$ cat src/rtl/gz_pkg.sv
// Shared GuitarZero lane keycodes, event layout and emit FSM states.
package gz_pkg;

    localparam logic [7:0] KEY_LANE0 = 8'h04;
    localparam logic [7:0] KEY_LANE1 = 8'h16;
    localparam logic [7:0] KEY_LANE2 = 8'h07;
    localparam logic [7:0] KEY_LANE3 = 8'h09;
    localparam logic [7:0] KEY_LANE4 = 8'h0A;
    localparam int NUM_LANES = 5;
    localparam int EVT_HOLD_W = 16;

    typedef struct packed {
        logic                  press;
        logic [2:0]            lane;
        logic [EVT_HOLD_W-1:0] hold;
    } lane_evt_t;

    typedef enum logic [1:0] {
        ST_IDLE,
        ST_EMIT_REL,
        ST_EMIT_PRS
    } emit_state_t;

    // Returns {is_lane, lane[2:0]}.
    function automatic logic [3:0] lane_of(input logic [7:0] code);
        logic [3:0] r;
        r = 4'b0000;
        unique case (code)
            KEY_LANE0: r = 4'b1000;
            KEY_LANE1: r = 4'b1001;
            KEY_LANE2: r = 4'b1010;
            KEY_LANE3: r = 4'b1011;
            KEY_LANE4: r = 4'b1100;
            default:   r = 4'b0000;
        endcase
        return r;
    endfunction

endpackage

$ cat src/rtl/evt_fifo.sv
// Synchronous first-word-fall-through FIFO; a push into a full queue
// is accepted only when a pop frees a slot on the same edge.
module evt_fifo #(
    parameter int WIDTH = 20,
    parameter int DEPTH = 8
) (
    input  logic                   clk,
    input  logic                   reset,
    input  logic                   push,
    input  logic [WIDTH-1:0]       push_data,
    input  logic                   pop,
    output logic [WIDTH-1:0]       head,
    output logic                   full,
    output logic                   empty,
    output logic [$clog2(DEPTH):0] count
);
    localparam int AW = $clog2(DEPTH);

    logic [WIDTH-1:0] mem [DEPTH];
    logic [AW-1:0]    wr_ptr;
    logic [AW-1:0]    rd_ptr;
    logic             do_push;
    logic             do_pop;

    assign full    = (count == (AW+1)'(DEPTH));
    assign empty   = (count == '0);
    assign do_pop  = pop && !empty;
    assign do_push = push && (!full || do_pop);
    assign head    = empty ? '0 : mem[rd_ptr];

    always_ff @(posedge clk) begin
        if (reset) begin
            wr_ptr <= '0;
            rd_ptr <= '0;
            count  <= '0;
        end else begin
            if (do_push) wr_ptr <= wr_ptr + 1'b1;
            if (do_pop)  rd_ptr <= rd_ptr + 1'b1;
            unique case ({do_push, do_pop})
                2'b10:   count <= count + 1'b1;
                2'b01:   count <= count - 1'b1;
                default: count <= count;
            endcase
        end
    end

    always_ff @(posedge clk) begin
        if (do_push && !reset) mem[wr_ptr] <= push_data;
    end

endmodule

$ cat src/rtl/keycode_lane_tracker.sv
// Debounces the PIO keycode, maps lane keys, and queues timestamped
// press/release events alongside a level-held lane vector.
module keycode_lane_tracker
    import gz_pkg::*;
#(
    parameter int STABLE_CYC = 4,
    parameter int HOLD_W     = 16,
    parameter int FIFO_DEPTH = 8
) (
    input  logic              clk,
    input  logic              reset,
    input  logic [7:0]        keycode,
    input  logic              tick,
    output logic              evt_valid,
    input  logic              evt_ready,
    output logic [HOLD_W+3:0] evt_data,
    output logic [4:0]        lane_held,
    output logic              overflow,
    input  logic              ovf_clr
);
    localparam int CW = $clog2(FIFO_DEPTH) + 1;

    logic [7:0]        k_q;
    logic [7:0]        cur;
    logic [3:0]        stab;
    logic [HOLD_W-1:0] hold_cnt;
    logic [HOLD_W-1:0] rel_hold;
    logic [2:0]        old_lane;
    logic [3:0]        k_map;
    logic [3:0]        cur_map;
    logic              accept;
    emit_state_t       state;
    emit_state_t       state_nx;
    logic              push;
    logic [HOLD_W+3:0] push_data;
    logic              pop;
    logic              q_full;
    logic              q_empty;
    logic [CW-1:0]     q_count;

    assign k_map   = lane_of(k_q);
    assign cur_map = lane_of(cur);
    assign accept  = (stab == 4'(STABLE_CYC)) && (k_q != cur)
                     && (state == ST_IDLE);

    always_comb begin
        lane_held = '0;
        if (cur_map[3]) lane_held[cur_map[2:0]] = 1'b1;
    end

    always_ff @(posedge clk) begin
        if (reset) begin
            k_q      <= '0;
            stab     <= '0;
            cur      <= '0;
            hold_cnt <= '0;
            rel_hold <= '0;
            old_lane <= '0;
        end else begin
            k_q <= keycode;
            if (keycode != k_q)
                stab <= '0;
            else if (stab != 4'(STABLE_CYC))
                stab <= stab + 1'b1;
            // Accept clears the hold counter even if a tick lands on it.
            if (accept) begin
                cur      <= k_q;
                rel_hold <= hold_cnt;
                hold_cnt <= '0;
                old_lane <= cur_map[2:0];
            end else if (tick && cur_map[3] && hold_cnt != '1) begin
                hold_cnt <= hold_cnt + 1'b1;
            end
        end
    end

    always_ff @(posedge clk) begin
        if (reset) state <= ST_IDLE;
        else       state <= state_nx;
    end

    always_comb begin
        state_nx  = state;
        push      = 1'b0;
        push_data = '0;
        unique case (state)
            ST_IDLE: begin
                if (accept) begin
                    if (cur_map[3])    state_nx = ST_EMIT_REL;
                    else if (k_map[3]) state_nx = ST_EMIT_PRS;
                end
            end
            ST_EMIT_REL: begin
                push      = 1'b1;
                push_data = {1'b0, old_lane, rel_hold};
                state_nx  = cur_map[3] ? ST_EMIT_PRS : ST_IDLE;
            end
            ST_EMIT_PRS: begin
                push      = 1'b1;
                push_data = {1'b1, cur_map[2:0], {HOLD_W{1'b0}}};
                state_nx  = ST_IDLE;
            end
            default: state_nx = ST_IDLE;
        endcase
    end

    assign pop       = evt_ready && !q_empty;
    assign evt_valid = (q_count != '0);

    evt_fifo #(
        .WIDTH(HOLD_W + 4),
        .DEPTH(FIFO_DEPTH)
    ) u_fifo (
        .clk      (clk),
        .reset    (reset),
        .push     (push),
        .push_data(push_data),
        .pop      (pop),
        .head     (evt_data),
        .full     (q_full),
        .empty    (q_empty),
        .count    (q_count)
    );

    always_ff @(posedge clk) begin
        if (reset)
            overflow <= 1'b0;
        else if (push && q_full && !pop)
            overflow <= 1'b1;
        else if (ovf_clr)
            overflow <= 1'b0;
    end

endmodule

$ cat config.mk
export PLATFORM = sky130hd
export DESIGN_NAME = keycode_lane_tracker
export DESIGN_NICKNAME = d
export VERILOG_FILES = /design/src/rtl/gz_pkg.sv /design/src/rtl/evt_fifo.sv /design/src/rtl/keycode_lane_tracker.sv
export SDC_FILE = /design/constraint.sdc
export NUM_CORES = 1
export LEC_CHECK = 0
export ABC_AREA = 1
export ABC_CLOCK_PERIOD_IN_PS = 2900
export BUFFER_PORTS_ARGS = -buffer_cell sky130_fd_sc_hd__buf_2
export CAP_MARGIN = 20
export CORE_ASPECT_RATIO = 1.2
export CORE_MARGIN = 3
export CORE_UTILIZATION = 56
export DETAILED_ROUTE_END_ITERATION = 10
export PLACE_DENSITY = 0.83
export SYNTH_ARGS = -nofsm -noshare
export SYNTH_HDL_FRONTEND = slang
export SYNTH_SLANG_ARGS = --single-unit
export TNS_END_PERCENT = 1
$ cat constraint.sdc
create_clock -name clk -period 2.9 [get_ports clk]
set_input_delay 0.58 -clock clk [delete_from_list [all_inputs] [get_ports clk]]
set_output_delay 0.58 -clock clk [all_outputs]
set_load 0.03 [all_outputs]
-- After elaboration in Yosys (flattened, before gate mapping)
Memories as Yosys holds them, arrays and structs flattened. A register that Yosys moved wholly into a read port is not among the register bits.
Index checks and enable logic that the tools add are counted.
- output and inout port bits: 27
- bits in writable memories: 160
- bits in registers: 68
- input bits: 13
- logic and storage cells: 87
- memories: 1
- memory list (memory ; words ; bits a word ; rd ports ; clocked after Yosys merged registers in ; wr ports ; line ; RTL):
    u_fifo.mem ; 8 ; 20 ; 1 ; 1 ; 1 ; evt_fifo.sv:19 ; logic [WIDTH-1:0] mem [DEPTH];
- muxes and demuxes: 20
- magnitude comparators: 2
- equal/unequal tests: 22
- reduce and logical (&&, ||, !) cells: 25
- $add $sub $neg: 6
- operators by type and width (kind ; number):
    $pmux 20 s2 ; 1
    $pmux 4 s5 ; 2
    $eq 8x3->1 const B ; 4
    $eq 8x4->1 const B ; 4
    $mux 20 ; 1
    $add 16x1->16 const B ; 1
    $eq 8x5->1 const B ; 2
    $ne 16x16->1 const B ; 1
    $ne 8x8->1 ; 2
    $logic_and 1x1->1 ; 11
    $add 4x1->4 const B ; 2
    $mux 2 ; 4
    $pmux 4 s2 ; 1
    $add 3x1->3 const B ; 2
    $mux 1 ; 6
    $mux 3 ; 2
    $reduce_or 2->1 ; 3
    $mux 5 ; 1
    $eq 2x1->1 const B ; 2
    $eq 2x2->1 const B ; 2
    $eq 4x3->1 const B ; 1
    $eq 4x4->1 const B ; 1
    $logic_not 1->1 ; 4
    $logic_not 4->1 ; 1
    other kinds (13) ; 14

-- Logic depth before layout (Yosys ltp)
- depth in word-level cells: 9
- mapped depth: 14

-- Cells and area by module
From an unflattened synthesis, not the netlist that was laid out.
- cell total of the unflattened synthesis: 1155
- area, all modules: 10563.9 sq um
- modules (own cells, without submodules) (module ; seq. area each (sq um) ; cells an instance ; times used ; area an instance (sq um)):
    evt_fifo ; 5064.9 ; 671 ; 1 ; 7293.2
    keycode_lane_tracker ; 1161.1 ; 484 ; 1 ; 3270.6

-- Worst setup path before layout
No wires, ideal clock.
- path kind: reg-to-reg
- start point: register state[0]
- end point: memory u_fifo.mem[0][0] (enable)
- data required time: 2.478 ns
- period minus slack after synthesis: 2.878 ns
- arrival: 2.456 ns
- setup slack: 0.022 ns
- cell stages (with the launch flop): 7
- path through: dfxtp_1 inv_1 ha_1 nand2_1 nor2_1 inv_1 nor3_1
- cells in the longest elaborated chain, start to end: 7
- elaborated cells between the ends (all ways): 8
- classes of those cells: eq/ne: 2; mux: 3; reduce/logical: 3
- ends and longest elaborated chain (element ; line ; RTL):
    start, declared ; keycode_lane_tracker.sv:32 ; emit_state_t state;
    start signal, assigned ; keycode_lane_tracker.sv:79 ; else state <= state_nx;
    $eq 2x1->1 / $eq 2x2->1 (equally long branches) ; keycode_lane_tracker.sv:86 ; unique case (state)
    $reduce_or 2->1 (no source line) * ; -- ;
    $mux 1 * ; keycode_lane_tracker.sv:86 ;
    $logic_and 1x1->1 * ; evt_fifo.sv:28 ; assign do_push = push && (!full || do_pop);
    $logic_and 1x1->1 * ; evt_fifo.sv:48 ; if (do_push && !reset) mem[wr_ptr] <= push_data;
    $mux 1 * ; evt_fifo.sv:48 ;
    $mux 1 (not written as such) * ; evt_fifo.sv:48 ;
    end, declared ; evt_fifo.sv:19 ;
Every way passes the cells marked *; elsewhere a longest branch is shown, timed or not.

==> impl_metrics.toml <==
[status]
status = "completed"

[timing]
relSlewSlack = 0.5062
rsz0062_at_grt = "no"
hold_viol_final = 0
worst_slack_ns = 0.2013
period_share = 0.9306
tns_ns = 0
setup_viol = 0
worstMarginPinSlew_ns = 0.7407
fmax_ghz = 0.3706
skew_ns = 0.01169
slew_violations = 0
fin_crit_ns = 2.699

[worst_hold_path]
hold_depth = 3
hold_class = "input port to register"
hp-start = "keycode[0]"

[cts]
cts_resized = 0
numCtsBuffers = 22
cts_tree = "built"
clk_path_buf_depth = 3
clkLatencyLatePin_ns = 0.50
clockRootBuffer = "clkbuf_16"
cts_setup_buffers = 0
holdBufCountCts = 0
clk_pin_slew_ns = 0.07
cts.sinks = 231
cts_max_level = 1

[layout]
drive_above_1_share = 0.1141
fin_nets = 1093
area_delta_synth_final_pct = 12.30
final_common_cell = "nor2_1"
final_cell_area_mm2 = 0.01122
fillers = 1257
most-common-layout-cells = "nor2_1 (218), nand2_1 (205), edfxtp_1 (160), o21ai_0 (83), inv_1 (76)"
antenna_cells = 0

[synthesis]
yosysSeqAreaShare = 0.6232
ys.warnings.count = 0
syn_inst = 1038
synthSimpleGateAreaFrac = 0.2049
synth_cell_types = 32
ys_ff_latch = 231
synth-xor-area-share = 0.01227
syn_area_per_cell_um2 = 9.624
synthesis.nets = 1060
synth_mux_area_frac = 0
synth_fa_ha_area_frac = 0.01127
synth_compound_area_frac = 0.09481
synth_area_mm2 = 0.009990
synth_top_family_by_area = "simple AND/OR/NAND/NOR gates"

[detailed_routing]
drt-initial-drc-count = 816
drc = 0
routed-via-count = 7426
drtPass1Iterations = 5
viasPerCell = 5.699
ant_nets = 0
wirelength_um = 21320
wire_per_inst_um = 16.36

[pwr]
ir_drop_mv = 0.4543
powerDensity_mw_per_mm2 = 791.9
p_leak_uw = 0.004511

[global_route]
grt-ovfl-total = 0
track_usage = 0.2192
grt_pass1_vias = 7187
grt_pass1_wl_um = 35140
grt_max_degree = 81
antenna_found_initial = 0

[floorplanning]
design.die.area_mm2 = 0.01948
initial_core_util = 0.5816
floorplan.rows = 52
die_w_um = 127.9
core_mm2 = 0.01718
die_h_um = 152.3
io_pins = 40

[setup_path]
rr_worst_depth = 7
path_delay_family = "buffers and inverters"
critical_path_class = "register to primary output"
crit_arrival_ns = 2.12
start_kind = "register"
path_buf_inv = 3
cp.depth = 7
cpPeakStageDelay_ns = 0.40
crit_top_cell = "nor2_1"
critPathCaptureType = "primary output"
crit_slowest_cell = "dfxtp_4"
cp_max_fo = 54
cp.required_ns = 2.32
reg2reg_from = "state[0]"
worstPathCellList = "inv_2, buf_12, nor2_1, o32ai_1, o21ai_0, nor2_1, buf_2"

[placed_design]
dpl_cell_area_mm2 = 0.01042
io_buffers = 39
pre_cts_ws_ns = 0.6445
place_congestion = 0.8573
place_hpwl_um = 12990

[job]
drv_cap = 0
-- power by group --
group / switching [uW] / internal, uW / leakage [uW]
clock network: 1190 / 1890 / 0.000381
logic: 1480 / 729 / 0.00196
registers: 66.6 / 3530 / 0.00217
total: 2730 / 6150 / 0.00451
-- final timing paths --
| kind | slack, ns | to |
|---|---|---|
| worst max-delay path | 0.20 | evt_data[16] |
| worst min register to register | 0.45 | rel_hold[12] |
| worst min-delay path | 0.30 | k_q[0] |
| worst max register to register | 0.79 | u_fifo.mem[1][17] |
-- cell type report --
| cell class | instances | area (um^2) | area share |
|---|---|---|---|
| Sequential cell | 231 | 6231 | 0.5554 |
| Multi-Input combinational cell | 678 | 3259 | 0.2905 |
| Clock buffer | 28 | 625.6 | 0.05577 |
| Timing Repair Buffer | 57 | 359.1 | 0.03201 |
| Inverter | 81 | 306.5 | 0.02733 |
| Tap cell | 216 | 270.3 | 0.02409 |
| Clock inverter | 12 | 166.4 | 0.01483 |
-- per-stage QoR --
step | util | std cells | total power (uW) | hold WS [ns]
3_3_place_gp | 0.6066 | 1263 | 5767 | 0.4270
6_report | 0.6531 | 1303 | 8884 | 0.2958
5_1_grt | 0.6531 | 1303 | 9296 | 0.2974
3_5_place_dp | 0.6066 | 1263 | 5837 | 0.4340
2_1_floorplan | - | 1038 | 5248 | 0.4187
4_1_cts | 0.6528 | 1303 | 8912 | 0.2889
-- tightest hold or removal path, stage by stage --
cell and delay, ns:
buf_2 0.11, inv_1 0.04, nor2_1 0.03
-- state kept, by name, summed over array words and instances (netlist names), named ones only --
signal,count
u_fifo.mem,160
hold_cnt,16
rel_hold,16
cur,8
k_q,8
stab,4
u_fifo.count,4
old_lane,3
u_fifo.rd_ptr,3
u_fifo.wr_ptr,3
state,2
overflow,1
-- routing by layer --
metal,global-route usage,vias to the layer above,part of all wire
met4,0.07331,0,0.020
li1,-,3571,-
met1,0.2852,3530,0.40
met3,0.02700,33,0.066
met5,0,-,0
met2,0.3797,292,0.52
-- logic make-up after synthesis --
family,Yosys count
AO/OA/AOI/OAI,157
XOR/XNOR,14
adder cells (fa/ha/maj),9
buffers and inverters,129
flip-flops,231
AND/OR/NAND/NOR,498
-- synthesized netlist by cell type --
library cell | count | area, um^2
a211oi_1 | 1 | 7.510
a21oi_1 | 28 | 140.1
a21oi_2 | 1 | 8.760
and3_1 | 1 | 6.260
buf_1 | 2 | 7.510
buf_2 | 5 | 25.02
buf_4 | 1 | 7.510
buf_6 | 5 | 56.30
clkbuf_1 | 35 | 131.4
dfxtp_1 | 71 | 1421
edfxtp_1 | 160 | 4805
ha_1 | 9 | 112.6
inv_1 | 76 | 285.3
inv_2 | 4 | 15.01
inv_4 | 1 | 6.260
nand2_1 | 205 | 769.5
nand2_2 | 2 | 12.51
nand2_4 | 4 | 45.04
nand3_1 | 30 | 150.1
nand3_4 | 1 | 17.52
nand4_1 | 15 | 93.84
nor2_1 | 222 | 833.3
nor2_2 | 5 | 31.28
nor2_4 | 3 | 33.78
nor3_1 | 8 | 40.04
nor3b_1 | 1 | 7.510
nor4_1 | 1 | 6.260
o21ai_0 | 83 | 415.4
o22ai_1 | 4 | 25.02
o32ai_1 | 40 | 350.3
xnor2_1 | 5 | 43.79
xor2_1 | 9 | 78.83
No activity file was read; power rests on OpenSTA's default activity.
